`src/rtl/pet_map_pkg.sv`:
```
// Shared types and constants for the PET bus mapper: bus regions, DMA states, ctrl bit layout.
// Latency: none (declarations only).
// Backpressure: not applicable.
package pet_map_pkg;

  typedef enum logic [2:0] {
    RGN_RAM,
    RGN_EXP,
    RGN_VRAM,
    RGN_ROM,
    RGN_IO,
    RGN_NONE
  } region_t;

  typedef enum logic [1:0] {
    DMA_IDLE,
    DMA_ACC,
    DMA_ACK
  } dma_state_t;

  // Expansion control register bit positions
  localparam int CTRL_EXP_EN   = 7;
  localparam int CTRL_IO_PEEK  = 6;
  localparam int CTRL_SCR_PEEK = 5;
  localparam int CTRL_WP_HI    = 3;
  localparam int CTRL_WP_LO    = 2;
  localparam int CTRL_BANK_HI  = 1;
  localparam int CTRL_BANK_LO  = 0;

  // Expansion RAM sits directly above the 32K base RAM, in four 16K banks
  localparam logic [16:0] EXP_BASE = 17'h08000;

  // Physical address of a byte inside expansion bank 'bank' (0..3)
  function automatic logic [16:0] exp_phys(input logic [1:0] bank, input logic [13:0] off);
    return EXP_BASE + {1'b0, bank, off};
  endfunction

endpackage

```
`src/rtl/pet_map_decode.sv`:
```
// Combinational CPU address decode: region, physical RAM/ROM/VRAM address, write permission.
// Latency: zero cycles (pure combinational).
// Backpressure: none; result is consumed in the same cycle as cpu_ce.
module pet_map_decode
  import pet_map_pkg::*;
#(
  parameter int RAM_AW  = 17,
  parameter int VRAM_AW = 10,
  parameter int ROM_AW  = 15
) (
  input  logic [15:0]        addr,
  input  logic [7:0]         ctrl,
  output region_t            rgn,
  output logic [RAM_AW-1:0]  ram_addr,
  output logic [ROM_AW-1:0]  rom_addr,
  output logic [VRAM_AW-1:0] vram_addr,
  output logic               wr_ok
);

  logic        io_win;
  logic        scr_win;
  logic        hi_win;
  logic [1:0]  bank;
  logic [16:0] phys;
  logic        unused_ctrl;

  // Bit 4 of the control register has no mapping function
  assign unused_ctrl = ctrl[4];

  assign io_win  = (addr[15:11] == 5'b11101);   // $E800-$EFFF
  assign scr_win = (addr[15:12] == 4'h8);       // $8000-$8FFF
  assign hi_win  = addr[14];                    // $C000-$FFFF half of the upper 32K

  // Bank number: low bit selects the half, high bit comes from the half's ctrl select
  assign bank = {(hi_win ? ctrl[CTRL_BANK_HI] : ctrl[CTRL_BANK_LO]), hi_win};

  // Region and physical address selection
  always_comb begin
    rgn   = RGN_NONE;
    phys  = {2'b00, addr[14:0]};
    wr_ok = 1'b0;
    if (!addr[15]) begin
      rgn   = RGN_RAM;
      wr_ok = 1'b1;
    end else if (ctrl[CTRL_EXP_EN]) begin
      if (ctrl[CTRL_SCR_PEEK] && scr_win) begin
        rgn = RGN_VRAM;
      end else if (ctrl[CTRL_IO_PEEK] && io_win) begin
        rgn = RGN_IO;
      end else begin
        rgn   = RGN_EXP;
        phys  = exp_phys(bank, addr[13:0]);
        wr_ok = !(hi_win ? ctrl[CTRL_WP_HI] : ctrl[CTRL_WP_LO]);
      end
    end else if (scr_win) begin
      rgn = RGN_VRAM;
    end else if (io_win) begin
      rgn = RGN_IO;
    end else begin
      rgn = RGN_ROM;
    end
  end

  assign ram_addr  = phys[RAM_AW-1:0];
  assign rom_addr  = addr[ROM_AW-1:0];
  assign vram_addr = addr[VRAM_AW-1:0];

endmodule

```
`src/rtl/pet_bus_mapper.sv`:
```
// PET CPU bus mapper: decodes 6502 cycles to RAM/ROM/VRAM/IO, 8096 banking register, DMA port.
// Latency: strobes in the cpu_ce cycle, cpu_dout one clk later; DMA ack two clk after grant.
// Backpressure: cpu_ce always owns the memory ports; DMA waits in ACC until a CPU-free clk.
module pet_bus_mapper
  import pet_map_pkg::*;
#(
  parameter int          RAM_AW    = 17,
  parameter int          VRAM_AW   = 10,
  parameter int          ROM_AW    = 15,
  parameter int          MAP_8096  = 1,
  parameter logic [15:0] CTRL_ADDR = 16'hFFF0,
  parameter logic [7:0]  UNMAP_VAL = 8'h55
) (
  input  logic               clk,
  input  logic               reset_n,
  input  logic               cpu_ce,
  input  logic [15:0]        cpu_addr,
  input  logic               cpu_we,
  input  logic [7:0]         cpu_din,
  output logic [7:0]         cpu_dout,
  output logic [RAM_AW-1:0]  ram_addr,
  output logic               ram_we,
  output logic [7:0]         ram_wdata,
  input  logic [7:0]         ram_rdata,
  output logic [ROM_AW-1:0]  rom_addr,
  output logic               rom_we,
  input  logic [7:0]         rom_rdata,
  output logic [VRAM_AW-1:0] vram_addr,
  output logic               vram_we,
  input  logic [7:0]         vram_rdata,
  output logic               io_cs,
  input  logic [7:0]         io_rdata,
  input  logic               dma_req,
  input  logic               dma_space,
  input  logic [RAM_AW-1:0]  dma_addr,
  input  logic               dma_we,
  input  logic [7:0]         dma_din,
  output logic [7:0]         dma_dout,
  output logic               dma_ack,
  output logic [7:0]         ctrl_q
);

  region_t           rgn;
  region_t           rgn_q;
  logic [RAM_AW-1:0] cpu_ram_addr;
  logic [ROM_AW-1:0] cpu_rom_addr;
  logic              wr_ok;
  logic              ctrl_hit;
  logic              rd_pend;
  logic [7:0]        ctrl;
  logic [7:0]        ctrl_din;
  logic [7:0]        io_q;
  logic [7:0]        rd_data;
  dma_state_t        state;
  dma_state_t        state_nxt;

  pet_map_decode #(
    .RAM_AW  (RAM_AW),
    .VRAM_AW (VRAM_AW),
    .ROM_AW  (ROM_AW)
  ) u_decode (
    .addr      (cpu_addr),
    .ctrl      (ctrl),
    .rgn       (rgn),
    .ram_addr  (cpu_ram_addr),
    .rom_addr  (cpu_rom_addr),
    .vram_addr (vram_addr),
    .wr_ok     (wr_ok)
  );

  // The control register write is swallowed here: it never reaches RAM or ROM
  assign ctrl_hit = (MAP_8096 != 0) && cpu_ce && cpu_we && (cpu_addr == CTRL_ADDR);
  assign ctrl_q   = ctrl;

  // Without expansion RAM fitted the enable bit cannot be set
  always_comb begin
    ctrl_din = cpu_din;
    if (RAM_AW < 17) ctrl_din[CTRL_EXP_EN] = 1'b0;
  end

  // Expansion control register, loaded at the cpu_ce edge regardless of current mapping
  always_ff @(posedge clk or negedge reset_n) begin
    if (!reset_n) begin
      ctrl <= 8'h00;
    end else if (ctrl_hit) begin
      ctrl <= ctrl_din;
    end
  end

  // Latch the region of a CPU read; io_rdata is only valid in the ce clk so capture it too
  always_ff @(posedge clk or negedge reset_n) begin
    if (!reset_n) begin
      rgn_q   <= RGN_NONE;
      rd_pend <= 1'b0;
      io_q    <= 8'h00;
    end else begin
      rd_pend <= cpu_ce && !cpu_we;
      if (cpu_ce) begin
        rgn_q <= rgn;
        io_q  <= io_rdata;
      end
    end
  end

  // Read data source for the latched region
  always_comb begin
    rd_data = UNMAP_VAL;
    case (rgn_q)
      RGN_RAM, RGN_EXP: rd_data = ram_rdata;
      RGN_ROM:          rd_data = rom_rdata;
      RGN_VRAM:         rd_data = vram_rdata;
      RGN_IO:           rd_data = io_q;
      default:          rd_data = UNMAP_VAL;
    endcase
  end

  // CPU read data register, held until the next read completes
  always_ff @(posedge clk or negedge reset_n) begin
    if (!reset_n) begin
      cpu_dout <= UNMAP_VAL;
    end else if (rd_pend) begin
      cpu_dout <= rd_data;
    end
  end

  // DMA state register
  always_ff @(posedge clk or negedge reset_n) begin
    if (!reset_n) begin
      state <= DMA_IDLE;
    end else begin
      state <= state_nxt;
    end
  end

  // DMA next state and completion outputs; ACC retries while the CPU holds the ports
  always_comb begin
    state_nxt = state;
    dma_ack   = 1'b0;
    dma_dout  = 8'h00;
    case (state)
      DMA_IDLE: if (dma_req && !cpu_ce) state_nxt = DMA_ACC;
      DMA_ACC:  if (!cpu_ce) state_nxt = DMA_ACK;
      DMA_ACK: begin
        state_nxt = DMA_IDLE;
        dma_ack   = 1'b1;
        dma_dout  = dma_space ? rom_rdata : ram_rdata;
      end
      default:  state_nxt = DMA_IDLE;
    endcase
  end

  // Memory port ownership: CPU in its ce clk, otherwise DMA while in ACC.
  // ROM has no data port of its own; DMA ROM writes take their data from ram_wdata.
  always_comb begin
    ram_addr  = cpu_ram_addr;
    ram_wdata = cpu_din;
    ram_we    = 1'b0;
    rom_addr  = cpu_rom_addr;
    rom_we    = 1'b0;
    vram_we   = cpu_ce && cpu_we && (rgn == RGN_VRAM);
    io_cs     = cpu_ce && (rgn == RGN_IO);
    if (cpu_ce) begin
      ram_we = cpu_we && wr_ok && !ctrl_hit && ((rgn == RGN_RAM) || (rgn == RGN_EXP));
    end else if (state == DMA_ACC) begin
      ram_wdata = dma_din;
      if (dma_space) begin
        rom_addr = dma_addr[ROM_AW-1:0];
        rom_we   = dma_we;
      end else begin
        ram_addr = dma_addr;
        ram_we   = dma_we;
      end
    end
  end

endmodule

```
`config.mk`:
```
export PLATFORM = sky130hd
export DESIGN_NAME = pet_bus_mapper
export DESIGN_NICKNAME = d
export VERILOG_FILES = /design/src/rtl/pet_map_pkg.sv /design/src/rtl/pet_map_decode.sv /design/src/rtl/pet_bus_mapper.sv
export SDC_FILE = /design/constraint.sdc
export NUM_CORES = 1
export LEC_CHECK = 0
export ABC_AREA = 1
export BUFFER_PORTS_ARGS = -buffer_cell sky130_fd_sc_hd__buf_2
export CORE_AREA = 2 2 106 119
export CTS_CLUSTER_SIZE = 10
export DETAILED_ROUTE_END_ITERATION = 10
export DIE_AREA = 0 0 108 121
export GPL_ROUTABILITY_DRIVEN = 0
export PLACE_DENSITY = 0.54
export SYNTH_ARGS = -nofsm -noshare
export SYNTH_HDL_FRONTEND = slang
export SYNTH_HIERARCHICAL = 1
export SYNTH_SLANG_ARGS = --single-unit
```
`constraint.sdc`:
```
create_clock -name clk -period 1.7 [get_ports clk]
set_clock_uncertainty 0.1 [all_clocks]
set_input_delay 0.255 -clock clk [delete_from_list [all_inputs] [get_ports clk]]
set_output_delay 0.255 -clock clk [all_outputs]
set_load 0.02 [all_outputs]
```
==> impl_metrics.env <==
export IMPL_cp_num_buf_inv=1
export IMPL_grt_overflow=0
export IMPL_syn_num_nets=524
export IMPL_dieHeight_um=121
export IMPL_start_kind="flip-flop"
export IMPL_rows=42
export IMPL_cp_required_ns=1.34
export IMPL_numCtsBuffers=5
export IMPL_dpl_hpwl_um=7570
export IMPL_final_cell_area_mm2=0.00445
export IMPL_drcViolationCount=0
export IMPL_boundaryPins=167
export IMPL_rsz0062_at_grt="true"
export IMPL_detail_route_first_pass_iterations=4
export IMPL_cpMostUsedCell="nand2_2"
export IMPL_worst_pin_slew_ns=0.699
export IMPL_drt_iter0_drc=138
export IMPL_total_power_uw=3650
export IMPL_dr_total_vias=3291
export IMPL_hp_class="in2reg"
export IMPL_async_flop_share_pct=100
export IMPL_htree_num_levels=2
export IMPL_irDropWorstVdd_mv=0.315
export IMPL_hold_violations=0
export IMPL_antenna_cells=0
export IMPL_cpLargestDelayFamily="simple AND/OR/NAND/NOR gates"
export IMPL_synth_flop_cell="dfrtp_1"
export IMPL_p_leak_uw=0.00243
export IMPL_die_area_mm2=0.0131
export IMPL_synth_cell_types=26
export IMPL_syn_inst=436
export IMPL_synth_edf_count=0
export IMPL_start_util_pct=23.7
export IMPL_gr_usage_all_layers_pct=14.4
export IMPL_maxCapViolCount=0
export IMPL_grt_pass1_wl_um=15100
export IMPL_status="finished with violations"
export IMPL_clock_path_buffers=2
export IMPL_ys_ff_latch=30
export IMPL_wl_per_cell_um=13.2
export IMPL_synth_area_leaders="nand2_1, dfrtp_1, buf_4"
export IMPL_min_period_ns=1.91
export IMPL_syn_to_final_growth_pct=59.1
export IMPL_cts_tree="done"
export IMPL_drv_slew=0
export IMPL_fillCellCount=1190
export IMPL_yosys_area_top_type="nand2_1"
export IMPL_clk_latency_ns=0.27
export IMPL_postLayoutSetupSlackWorst_ns=-0.213
export IMPL_grt_max_degree=31
export IMPL_violations="setup timing"
export IMPL_ant_nets=0
export IMPL_grt_pass1_vias=3231
export IMPL_die_width_um=108
export IMPL_fin_crit_sh_pct=113
export IMPL_syn_area_mm2=0.00280
export IMPL_nNetsFinal=678
export IMPL_finalCoreUtilization_pct=37.7
export IMPL_cts_sinks=30
export IMPL_cp_max_fo=3
export IMPL_io_buffers=166
export IMPL_seq_area_frac_synth_pct=27.1
export IMPL_dpl_worst_slack_ns=-0.0720
export IMPL_critPathSlowestCell="dfrtp_2"
export IMPL_slowest_delay_ns=0.43
export IMPL_root_buffer="clkbuf_16"
export IMPL_core_area_mm2=0.0118
export IMPL_worst_setup_path_type="reg2out"
export IMPL_relSlewSlack_pct=53.4
export IMPL_placed_cell_area_mm2=0.00366
export IMPL_postSynthAreaPerCell_um2=6.42
export IMPL_drive_above_1_share_pct=50.9
export IMPL_clk_transition_reported_paths_ns=0.05
export IMPL_routed_wl_um=9860
export IMPL_setup_viol=44
export IMPL_critPathArrivalTime_ns=1.56
export IMPL_end_kind="output pin"
export IMPL_drt_vias_per_instance=4.42
export IMPL_antenna_found_initial=0
export IMPL_synth_top_area_share_pct=25.1
export IMPL_max_freq_mhz=523
export IMPL_worstPathCellList="nand3_4 > nand2_2 > o21ai_2 > nand2_2 > nor3_2 > nand2_1 > nand2_2 > buf_6"
export IMPL_yosys_warnings=6
export IMPL_p_per_area_mw_per_mm2=820
[routing by layer]
| layer | wire, µm | vias to the layer above | global-route usage [%] |
|---|---|---|---|
| met4 | 122 | 0 | 3.29 |
| met1 | 3820 | 1481 | 16.4 |
| met3 | 799 | 17 | 3.17 |
| met5 | 0 | - | 0 |
| met2 | 5120 | 155 | 27.1 |
| li1 | - | 1638 | - |
[timing repair]
item,in CTS,in global routing
buffers inserted,3,5
resized for setup,106,44
hold endpoints to repair,24,0
setup endpoints to repair,52,52
pin swaps,4,7
cloned,3,0
hold buffers,1,0
[cells in the mapped netlist, types with 3 or more instances]
master	instances
nor2_4	3
buf_6	5
a21oi_1	10
nand2_1	187
dfstp_2	6
o21ai_2	30
nor2_1	24
nor3_1	5
nand3_1	16
clkbuf_1	3
buf_2	6
nand4_1	16
inv_1	35
buf_4	41
o21ai_0	8
nor2_2	3
dfrtp_1	24
[worst reg2reg max path, cell delays in order, from the launching register on]
cell      delay, ns
dfstp_2        0.53
clkinv_1       0.24
nand4_1        0.16
nand2_1        0.05
o21ai_0        0.20
nand2_1        0.07
[power breakdown]
part / switching (µW) / internal [µW]
Combinational: 1090 / 827
Clock: 300 / 579
Sequential: 47.5 / 805
[final timing paths]
| kind | startpoint | endpoint | slack (ns) | cells after the start |
|---|---|---|---|---|
| worst min register to register | state[1]$_DFFE_PN0P_ | state[0]$_DFFE_PN0P_ | 0.34 | 1 |
| max in group asynchronous | reset_n | ctrl_q[6]$_DFFE_PN0P_ | 0.54 | 2 |
| min in group asynchronous | reset_n | cpu_dout[3]$_DFFE_PN0P_ | 0.46 | 2 |
| worst max register to register | rgn_q[0]$_DFFE_PN1P_ | cpu_dout[3]$_DFFE_PN0P_ | 0.23 | 5 |
| worst min-delay path | cpu_we | rd_pend$_DFF_PN0_ | 0.05 | 2 |
| worst max-delay path | ctrl_q[6]$_DFFE_PN0P_ | ram_we | -0.21 | 8 |
[flip-flops by register name, summed over array words and instances, names as in the netlist]
register and cells:
cpu_dout 8, ctrl_q 8, io_q 8, rd_pend 1, rgn_q 3, state 2
[per-stage QoR]
step | TNS [ns] | cells | hold WS (ns)
after floorplan | 0 | 436 | -0.141
after global placement | -0.00949 | 727 | 0.238
after detailed placement | -0.0733 | 727 | 0.252
after CTS | -7.29 | 742 | 0.0463
after global routing | -9.95 | 745 | 0.0568
final | -5.42 | 745 | 0.0543
[layout make-up]
class | count | area, µm² | area share, %
well taps | 154 | 193 | 4.33
multi-input cells | 311 | 1750 | 39.3
flip-flops and latches | 30 | 761 | 17.1
inverters | 40 | 155 | 3.49
clock inverters | 1 | 5.00 | 0.112
repair buffers | 202 | 1450 | 32.5
clock buffers | 7 | 143 | 3.20
[layout by cell type (no fill, tap or decap), drive strengths merged, types with 6 or more instances in the layout]
master,synthesis,routed
nand3,18,18
nand2,191,191
o21ai,39,39
dfrtp,24,24
nand4,17,17
clkbuf,3,8
nor2,30,30
buf,52,200
a21oi,10,10
inv,38,38
dfstp,6,6
[cell families after synthesis]
group | synth area share, %
buffers and inverters | 19.9
and+or+nand+nor | 39.9
AOI/OAI and AO/OA | 13.1
DFF | 27.1
Note: power is estimated with default switching activity, not from simulation.
